## config.mk

```make
export PLATFORM = sky130hd
export DESIGN_NAME = div_ctrl
export DESIGN_NICKNAME = d
export VERILOG_FILES = /design/src/rtl/div_ctrl_pkg.sv /design/src/rtl/div_ctrl_step.sv /design/src/rtl/div_ctrl.sv
export SDC_FILE = /design/constraint.sdc
export NUM_CORES = 1
export LEC_CHECK = 0
export CAP_MARGIN = 30
export CORE_MARGIN = 2
export CORE_UTILIZATION = 30
export DETAILED_ROUTE_END_ITERATION = 7
export GPL_ROUTABILITY_DRIVEN = 0
export SLEW_MARGIN = 25
export SYNTH_ARGS = -nofsm -noshare
export SYNTH_HDL_FRONTEND = slang
export SYNTH_SLANG_ARGS = --single-unit
```

## constraint.sdc

```tcl
create_clock -name clk -period 4.2 [get_ports clk]
set_input_delay 0.63 -clock clk [delete_from_list [all_inputs] [get_ports clk]]
set_output_delay 0.63 -clock clk [all_outputs]
set_load 0.005 [all_outputs]
```

## src/rtl/div_ctrl_pkg.sv

```systemverilog
// Shared types and constants for the iterative divider sequencer.
// Holds the FSM state encoding, req_op bit positions and the last iteration index.
package div_ctrl_pkg;

  typedef enum logic [2:0] {
    IDLE = 3'd0,
    PREP = 3'd1,
    CALC = 3'd2,
    FIX  = 3'd3,
    DONE = 3'd4
  } state_t;

  localparam int OP_DIV_W  = 3;
  localparam int OP_MOD_W  = 2;
  localparam int OP_DIV_WU = 1;
  localparam int OP_MOD_WU = 0;

  localparam logic [5:0] ITER_LAST = 6'd31;

  function automatic logic [31:0] abs32(input logic [31:0] v);
    return v[31] ? (~v + 32'd1) : v;
  endfunction

endpackage

```

## src/rtl/div_ctrl_step.sv

```systemverilog
// One radix-2 restoring division step: shift in a dividend bit, trial-subtract the divisor.
// The 34-bit difference exposes the borrow, which decides the quotient bit.
module div_step (
  input  logic [32:0] rem_i,
  input  logic        bit_i,
  input  logic [31:0] dsr_i,
  output logic [32:0] rem_o,
  output logic        q_o
);

  logic [32:0] shifted;
  logic [33:0] diff;

  always_comb begin
    shifted = {rem_i[31:0], bit_i};
    diff    = {1'b0, shifted} - {2'b00, dsr_i};
    q_o     = ~diff[33];
    rem_o   = q_o ? diff[32:0] : shifted;
  end

endmodule

```

## src/rtl/div_ctrl.sv

```systemverilog
// Sequencer for the shared 32-bit iterative divider (div.w/mod.w/div.wu/mod.wu).
// Fixed 34-edge latency from accept to resp_valid; flush returns to IDLE from any state.
//
// state | meaning
// IDLE  | waiting for a request, req_ready high
// PREP  | absolute values taken, remainder and counter cleared
// CALC  | one quotient bit per cycle, MSB first, 32 cycles
// FIX   | sign correction, divide-by-zero handling, result select
// DONE  | result held until EX consumes it
module div_ctrl
  import div_ctrl_pkg::*;
#(
  parameter int XLEN = 32
) (
  input  logic            clk,
  input  logic            resetn,
  input  logic            req_valid,
  input  logic [3:0]      req_op,
  input  logic [XLEN-1:0] req_src1,
  input  logic [XLEN-1:0] req_src2,
  output logic            req_ready,
  output logic            resp_valid,
  output logic [XLEN-1:0] resp_data,
  input  logic            resp_ready,
  input  logic            flush,
  output logic            busy
);

  state_t      state_q, state_d;
  logic [3:0]  op_q, op_d;
  logic [31:0] src1_q, src1_d;
  logic [31:0] src2_q, src2_d;
  logic [31:0] dvd_q, dvd_d;
  logic [31:0] dsr_q, dsr_d;
  logic [32:0] rem_q, rem_d;
  logic [5:0]  cnt_q, cnt_d;
  logic [31:0] res_q, res_d;

  logic [32:0] step_rem;
  logic        step_q;
  logic        signed_op;
  logic        is_div;
  logic [31:0] quo_fix;
  logic [31:0] rem_fix;
  logic [31:0] fix_result;

  div_step u_step (
    .rem_i (rem_q),
    .bit_i (dvd_q[31]),
    .dsr_i (dsr_q),
    .rem_o (step_rem),
    .q_o   (step_q)
  );

  always_ff @(posedge clk or negedge resetn) begin
    if (!resetn) begin
      state_q <= IDLE;
    end else begin
      state_q <= state_d;
    end
  end

  always_comb begin
    state_d = state_q;
    if (flush) begin
      state_d = IDLE;
    end else begin
      case (state_q)
        IDLE:    if (req_valid) state_d = PREP;
        PREP:    state_d = CALC;
        CALC:    if (cnt_q == ITER_LAST) state_d = FIX;
        FIX:     state_d = DONE;
        DONE:    if (resp_ready) state_d = IDLE;
        default: state_d = IDLE;
      endcase
    end
  end

  always_comb begin
    req_ready  = (state_q == IDLE);
    busy       = (state_q != IDLE);
    resp_valid = (state_q == DONE);
    resp_data  = res_q;
  end

  // The dividend register doubles as the quotient: bits shift out MSB first, quotient bits shift in.
  always_comb begin
    signed_op = op_q[OP_DIV_W] | op_q[OP_MOD_W];
    is_div    = op_q[OP_DIV_W] | op_q[OP_DIV_WU];
    quo_fix   = (signed_op && (src1_q[31] ^ src2_q[31])) ? (~dvd_q + 32'd1) : dvd_q;
    rem_fix   = (signed_op && src1_q[31]) ? (~rem_q[31:0] + 32'd1) : rem_q[31:0];
    if (src2_q == 32'd0) begin
      fix_result = is_div ? 32'hFFFF_FFFF : src1_q;
    end else begin
      fix_result = is_div ? quo_fix : rem_fix;
    end
  end

  always_comb begin
    op_d   = op_q;
    src1_d = src1_q;
    src2_d = src2_q;
    dvd_d  = dvd_q;
    dsr_d  = dsr_q;
    rem_d  = rem_q;
    cnt_d  = cnt_q;
    res_d  = res_q;
    case (state_q)
      IDLE: begin
        if (req_valid && !flush) begin
          op_d   = req_op;
          src1_d = req_src1;
          src2_d = req_src2;
        end
      end
      PREP: begin
        dvd_d = signed_op ? abs32(src1_q) : src1_q;
        dsr_d = signed_op ? abs32(src2_q) : src2_q;
        rem_d = '0;
        cnt_d = '0;
      end
      CALC: begin
        rem_d = step_rem;
        dvd_d = {dvd_q[30:0], step_q};
        cnt_d = cnt_q + 6'd1;
      end
      FIX: begin
        if (!flush) res_d = fix_result;
      end
      default: ;
    endcase
  end

  always_ff @(posedge clk or negedge resetn) begin
    if (!resetn) begin
      op_q   <= '0;
      src1_q <= '0;
      src2_q <= '0;
      dvd_q  <= '0;
      dsr_q  <= '0;
      rem_q  <= '0;
      cnt_q  <= '0;
      res_q  <= '0;
    end else begin
      op_q   <= op_d;
      src1_q <= src1_d;
      src2_q <= src2_d;
      dvd_q  <= dvd_d;
      dsr_q  <= dsr_d;
      rem_q  <= rem_d;
      cnt_q  <= cnt_d;
      res_q  <= res_d;
    end
  end

endmodule

```

After elaboration in Yosys (flattened, before gate mapping)
Cells that the tools add are included.
Widths: inputs -> output; s select.
{"block": "op_classes", "n_mux": 18, "n_reduce_logical": 11, "n_bitwise": 9, "addsub": 6, "eq_ne": 8}
{"cell": "$mux 32", "count": 10}
{"cell": "$add 32x1->32 const B", "count": 4}
{"cell": "$not 32->32", "count": 4}
{"cell": "$pmux 32 s2", "count": 2}
{"cell": "$sub 33x32->34", "count": 1}
{"cell": "$logic_not 32->1", "count": 1}
{"cell": "$pmux 3 s5", "count": 1}
{"cell": "$mux 3", "count": 4}
{"cell": "$pmux 6 s2", "count": 1}
{"cell": "$add 6x1->6 const B", "count": 1}
{"cell": "$eq 3x2->1 const B", "count": 2}
{"cell": "$eq 6x5->1 const B", "count": 1}
{"cell": "$reduce_and 2->1", "count": 2}
{"cell": "$eq 3x1->1 const B", "count": 1}
{"cell": "$eq 3x3->1 const B", "count": 1}
{"cell": "$logic_and 1x1->1", "count": 3}
{"cell": "$logic_not 3->1", "count": 1}
{"cell": "$ne 3x1->1 const B", "count": 1}
{"cell": "$ne 3x2->1 const B", "count": 1}
{"cell": "$ne 3x3->1 const B", "count": 1}
{"cell": "$reduce_and 3->1", "count": 1}
{"cell": "$reduce_bool 3->1", "count": 1}
{"cell": "$not 1->1", "count": 2}
{"cell": "$or 1x1->1", "count": 2}
{"cell": "other kinds (3)", "count": 3}
{"block": "word_totals", "inputBits": 73, "ff_bits": 205, "output_inout_bits": 35}

Logic depth before layout (Yosys ltp)
{"block": "logic_depth", "depth_word": 5, "mapped_depth": 13, "depth_no_buf": 12}

Hierarchy
From an unflattened synthesis, not the netlist that was laid out.
{"block": "hier_totals", "cells_unflattened": 1473, "area_unflattened_um2": 13304.0}
{"module": "div_ctrl", "cells_each": 1108, "seq_area_each_um2": 5129.9, "n_inst": 1, "area_per_inst_um2": 10923.0}
{"module": "div_step", "cells_each": 365, "seq_area_each_um2": 0.0, "n_inst": 1, "area_per_inst_um2": 2381.0}

Least setup slack after synthesis
Ideal clock, no wire load.
{"block": "synth_path", "path_type": "reg-to-reg", "from": "reg rem_q[17]", "to": "reg rem_q[21]", "path_slack_ps": 1538, "path_stages_with_launch": 11, "arrival_time_ps": 2584, "n_path_buf": 1, "cell_sequence": "dfrtp_1 -> ha_1 -> a211oi_1 -> o21ai_0 -> a221oi_1 -> nor2b_1 -> a2bb2oi_1 -> o211a_1 -> clkbuf_1 -> a21oi_1 -> a21oi_1"}
{"block": "synth_between", "elab_chain_len": 3}
{"item": "start, declared", "line": "div_ctrl.sv:35", "rtl": "logic [32:0] rem_q, rem_d;"}
{"item": "start signal, assigned", "line": "div_ctrl.sv:150", "rtl": "rem_q <= rem_d;"}
{"item": "$sub 33x32->34", "line": "div_ctrl_step.sv:16", "rtl": "diff = {1'b0, shifted} - {2'b00, dsr_i};"}
{"item": "$mux 32", "line": "div_ctrl_step.sv:18", "rtl": "rem_o = q_o ? diff[32:0] : shifted;"}
{"item": "$pmux 32 s2", "line": "div_ctrl.sv:108", "rtl": "case (state_q)"}
Every way passes these cells.
A chain may end at the register's enable or synchronous reset.

Worst setup path in the final report
{"block": "layout_path", "from": "reg dvd_q[31]", "to": "reg rem_q[29]"}
{"block": "layout_between", "elab_chain_len": 3}
{"item": "start, declared", "line": "div_ctrl.sv:33", "rtl": "logic [31:0] dvd_q, dvd_d;"}
{"item": "start signal, assigned", "line": "div_ctrl.sv:148", "rtl": "dvd_q <= dvd_d;"}
{"item": "$sub 33x32->34", "line": "div_ctrl_step.sv:16"}
{"item": "$mux 32", "line": "div_ctrl_step.sv:18"}
{"item": "$pmux 32 s2", "line": "div_ctrl.sv:108"}
Every way passes these cells.

==> impl_metrics.json <==
{
  "outcome": "complete, no violations",
  "syn2layout_area_growth_pct": 18.0,
  "grt_overflow": 0,
  "ant_nets": 0,
  "required_ns": 4.66,
  "final-hold-violation-count": 0,
  "hold_buffers": 0,
  "worst_path_dominant_cell_family": "compound AO/OA/AOI/OAI gates",
  "path_max_fanout": 38,
  "tightest_slew_ns": 0.953,
  "wl_per_cell_um": 18.2,
  "syn_avg_cell_area_um2": 8.88,
  "slew_viol_final": 0,
  "crit_type": "flip-flop to flip-flop",
  "holdWs_ns": 0.00703,
  "rows": 75,
  "clockRootBuffer": "clkbuf_16",
  "syn-instance-count": 1443,
  "dieArea_um2": 44400,
  "yosysUniqueCellTypes": 71,
  "port_buffers": 106,
  "final_common_cell": "dfrtp_1",
  "critPathBufInv": 2,
  "drc": 0,
  "cp-start-kind": "flip-flop",
  "insertion_delay_ns": 0.53,
  "synthFlopType": "dfrtp_1",
  "wl_um": 37800,
  "critPathLaunch": "dvd_q[31]",
  "async_flop_share_pct": 100,
  "cts_inserted_buffers": 23,
  "cts.sinks": 204,
  "fin_nets": 1631,
  "clk_pin_slew_worst_paths_ns": 0.07,
  "fp.dieW_um": 211,
  "pwr_density_cell_nw_per_um2": 802,
  "yosysWarnings": 0,
  "reg2reg_from": "dvd_q[31]",
  "arrival_ns": 3.86,
  "syn_nets": 1554,
  "drt-pass1-iter-count": 5,
  "grt_pass1_wl_um": 60200,
  "maxCapViolations": 0,
  "die_h_um": 211,
  "post-route-period-util_pct": 81.0,
  "fin_skew_ns": 0.00920,
  "leakage_nw": 6.31,
  "grt_pass1_vias": 10600,
  "antenna_cells": 0,
  "initial_core_util_pct": 30.5,
  "synth_area_um2": 12800,
  "clockBufferDepth": 3,
  "drive_gt1_share_pct": 9.78,
  "r2r_setup_slack_ns": 0.80,
  "critPathSlowestCell": "dfrtp_1",
  "post-route-min-period_ns": 3.40,
  "ys_seq_area_share_pct": 39.9,
  "critPathCaptureType": "flip-flop",
  "nFillCells": 4296,
  "fmaxAchievable_mhz": 294,
  "via_count": 11000,
  "antenna_found_initial": 0,
  "grt_max_degree": 132,
  "vdd_drop_max_uv": 301,
  "most-common-layout-cells": "dfrtp_1, o21ai_0, nand2_1, a21oi_1, clkdlybuf4s50_1",
  "ff_latch_area_um2": 5100,
  "rsz0062_at_grt": "false",
  "setup_viol": 0,
  "core_um2": 42000,
  "tritoncts": "done",
  "io_pins": 108,
  "crit_chain": "inv_1, ha_1, nand2b_1, a21oi_1, nor2_1, o31ai_2, a32oi_1, o211ai_1, buf_4, nand3_1, mux2_2, nand2_1",
  "first_iter_violations": 765,
  "synth_edf_count": 0,
  "synth_seq_cells": 204,
  "maxSlewHeadroom_pct": 36.5,
  "hold_path_class": "primary input to async pin",
  "viasPerCell": 5.30,
  "grt.total_usage_pct": 17.0,
  "max_stage_delay_ns": 0.43,
  "htree_levels": 1,
  "post_cts_buffers": 0,
  "multi_input_area_um2": 7180,
  "dp_hpwl_um": 27500,
  "cts_resized": 0,
  "setup_tns_ns": 0
}
[worst register-to-register path: cells and delay by family (launching register included)]
family,cells,cell delay [ns]
AO/OA/AOI/OAI,4,1.31
multiplexers,1,0.31
buffers and inverters,2,0.55
adder cells (fa/ha/maj),1,0.24
AND/OR/NAND/NOR,4,0.50
flip-flops,1,0.43
[synth_stat cells (10+ instances only)]
master | number | area share, %
a21oi_1 | 116 | 4.5
xnor2_1 | 62 | 4.2
o31ai_1 | 22 | 1.3
or3_1 | 11 | 0.54
nor2_1 | 99 | 2.9
nand2_1 | 156 | 4.6
clkbuf_1 | 55 | 1.6
dfrtp_1 | 204 | 40
a22o_1 | 12 | 0.82
nor4_1 | 14 | 0.68
inv_1 | 57 | 1.7
a31oi_1 | 17 | 0.83
mux2_2 | 68 | 6.0
ha_1 | 37 | 3.6
o21ai_0 | 176 | 6.9
nor3_1 | 36 | 1.4
nand3_1 | 12 | 0.47
xor2_1 | 81 | 5.5
nand2b_1 | 10 | 0.49
a22oi_1 | 32 | 1.9
o22ai_1 | 17 | 0.83
[power breakdown]
| group | internal [W] | switching [W] | leakage (nW) |
|---|---|---|---|
| clock | 0.00114 | 0.000842 | 0.347 |
| combinational | 0.00283 | 0.00361 | 3.44 |
| sequential | 0.00269 | 0.00102 | 2.53 |
[path summary, 6_finish.rpt]
kind | endpoint | cells past startpoint
worst min-delay path | src2_q[22] | 1
min in group clk | resp_data[15] | 2
worst min register to register | resp_data[15] | 2
worst max-delay path | rem_q[29] | 12
max in group asynchronous | dvd_q[3] | 2
worst max register to register | rem_q[29] | 12
[layout make-up]
class                   count  area share [%]
multi-input cells        1109            47.5
inverters                  57            1.42
well taps                 539            4.46
clock buffers              31            4.27
clock inverters             8           0.505
flip-flops and latches    204            33.8
repair buffers            125            8.07
[sequential cells by signal (all words and copies together) (netlist names)]
name,cells
cnt_q,6
dsr_q,32
dvd_q,32
op_q,3
rem_q,32
resp_data,32
src1_q,32
src2_q,32
state_q,3
[stage by stage]
stage	cell area (µm²)	setup slack (ns)	power, W	utilization, %	cells
2_1_floorplan	12800	1.54	0.00811	-	1443
3_3_place_gp	14400	0.938	0.00995	34.2	2034
3_5_place_dp	14400	0.902	0.0101	34.2	2034
4_1_cts	15100	0.872	0.0121	36.0	2073
5_1_grt	15100	0.581	0.0131	36.0	2073
6_report	15100	0.800	0.0121	36.0	2073
[metal layers]
layer | GRT usage (%) | routed length [µm]
met1 | 23.6 | 17500
met2 | 27.1 | 17200
met3 | 2.07 | 1890
met4 | 6.17 | 1200
met5 | 0 | 0
[cells by family after synthesis]
family / Yosys count / share of synthesized area (%)
compound gates: 453 / 21.2
xor+xnor: 143 / 9.78
fa+ha+maj: 38 / 3.77
buf+inv: 130 / 4.15
flops: 204 / 39.9
mux: 77 / 6.68
simple gates: 398 / 14.6
Power figures use the tool's default switching activity.
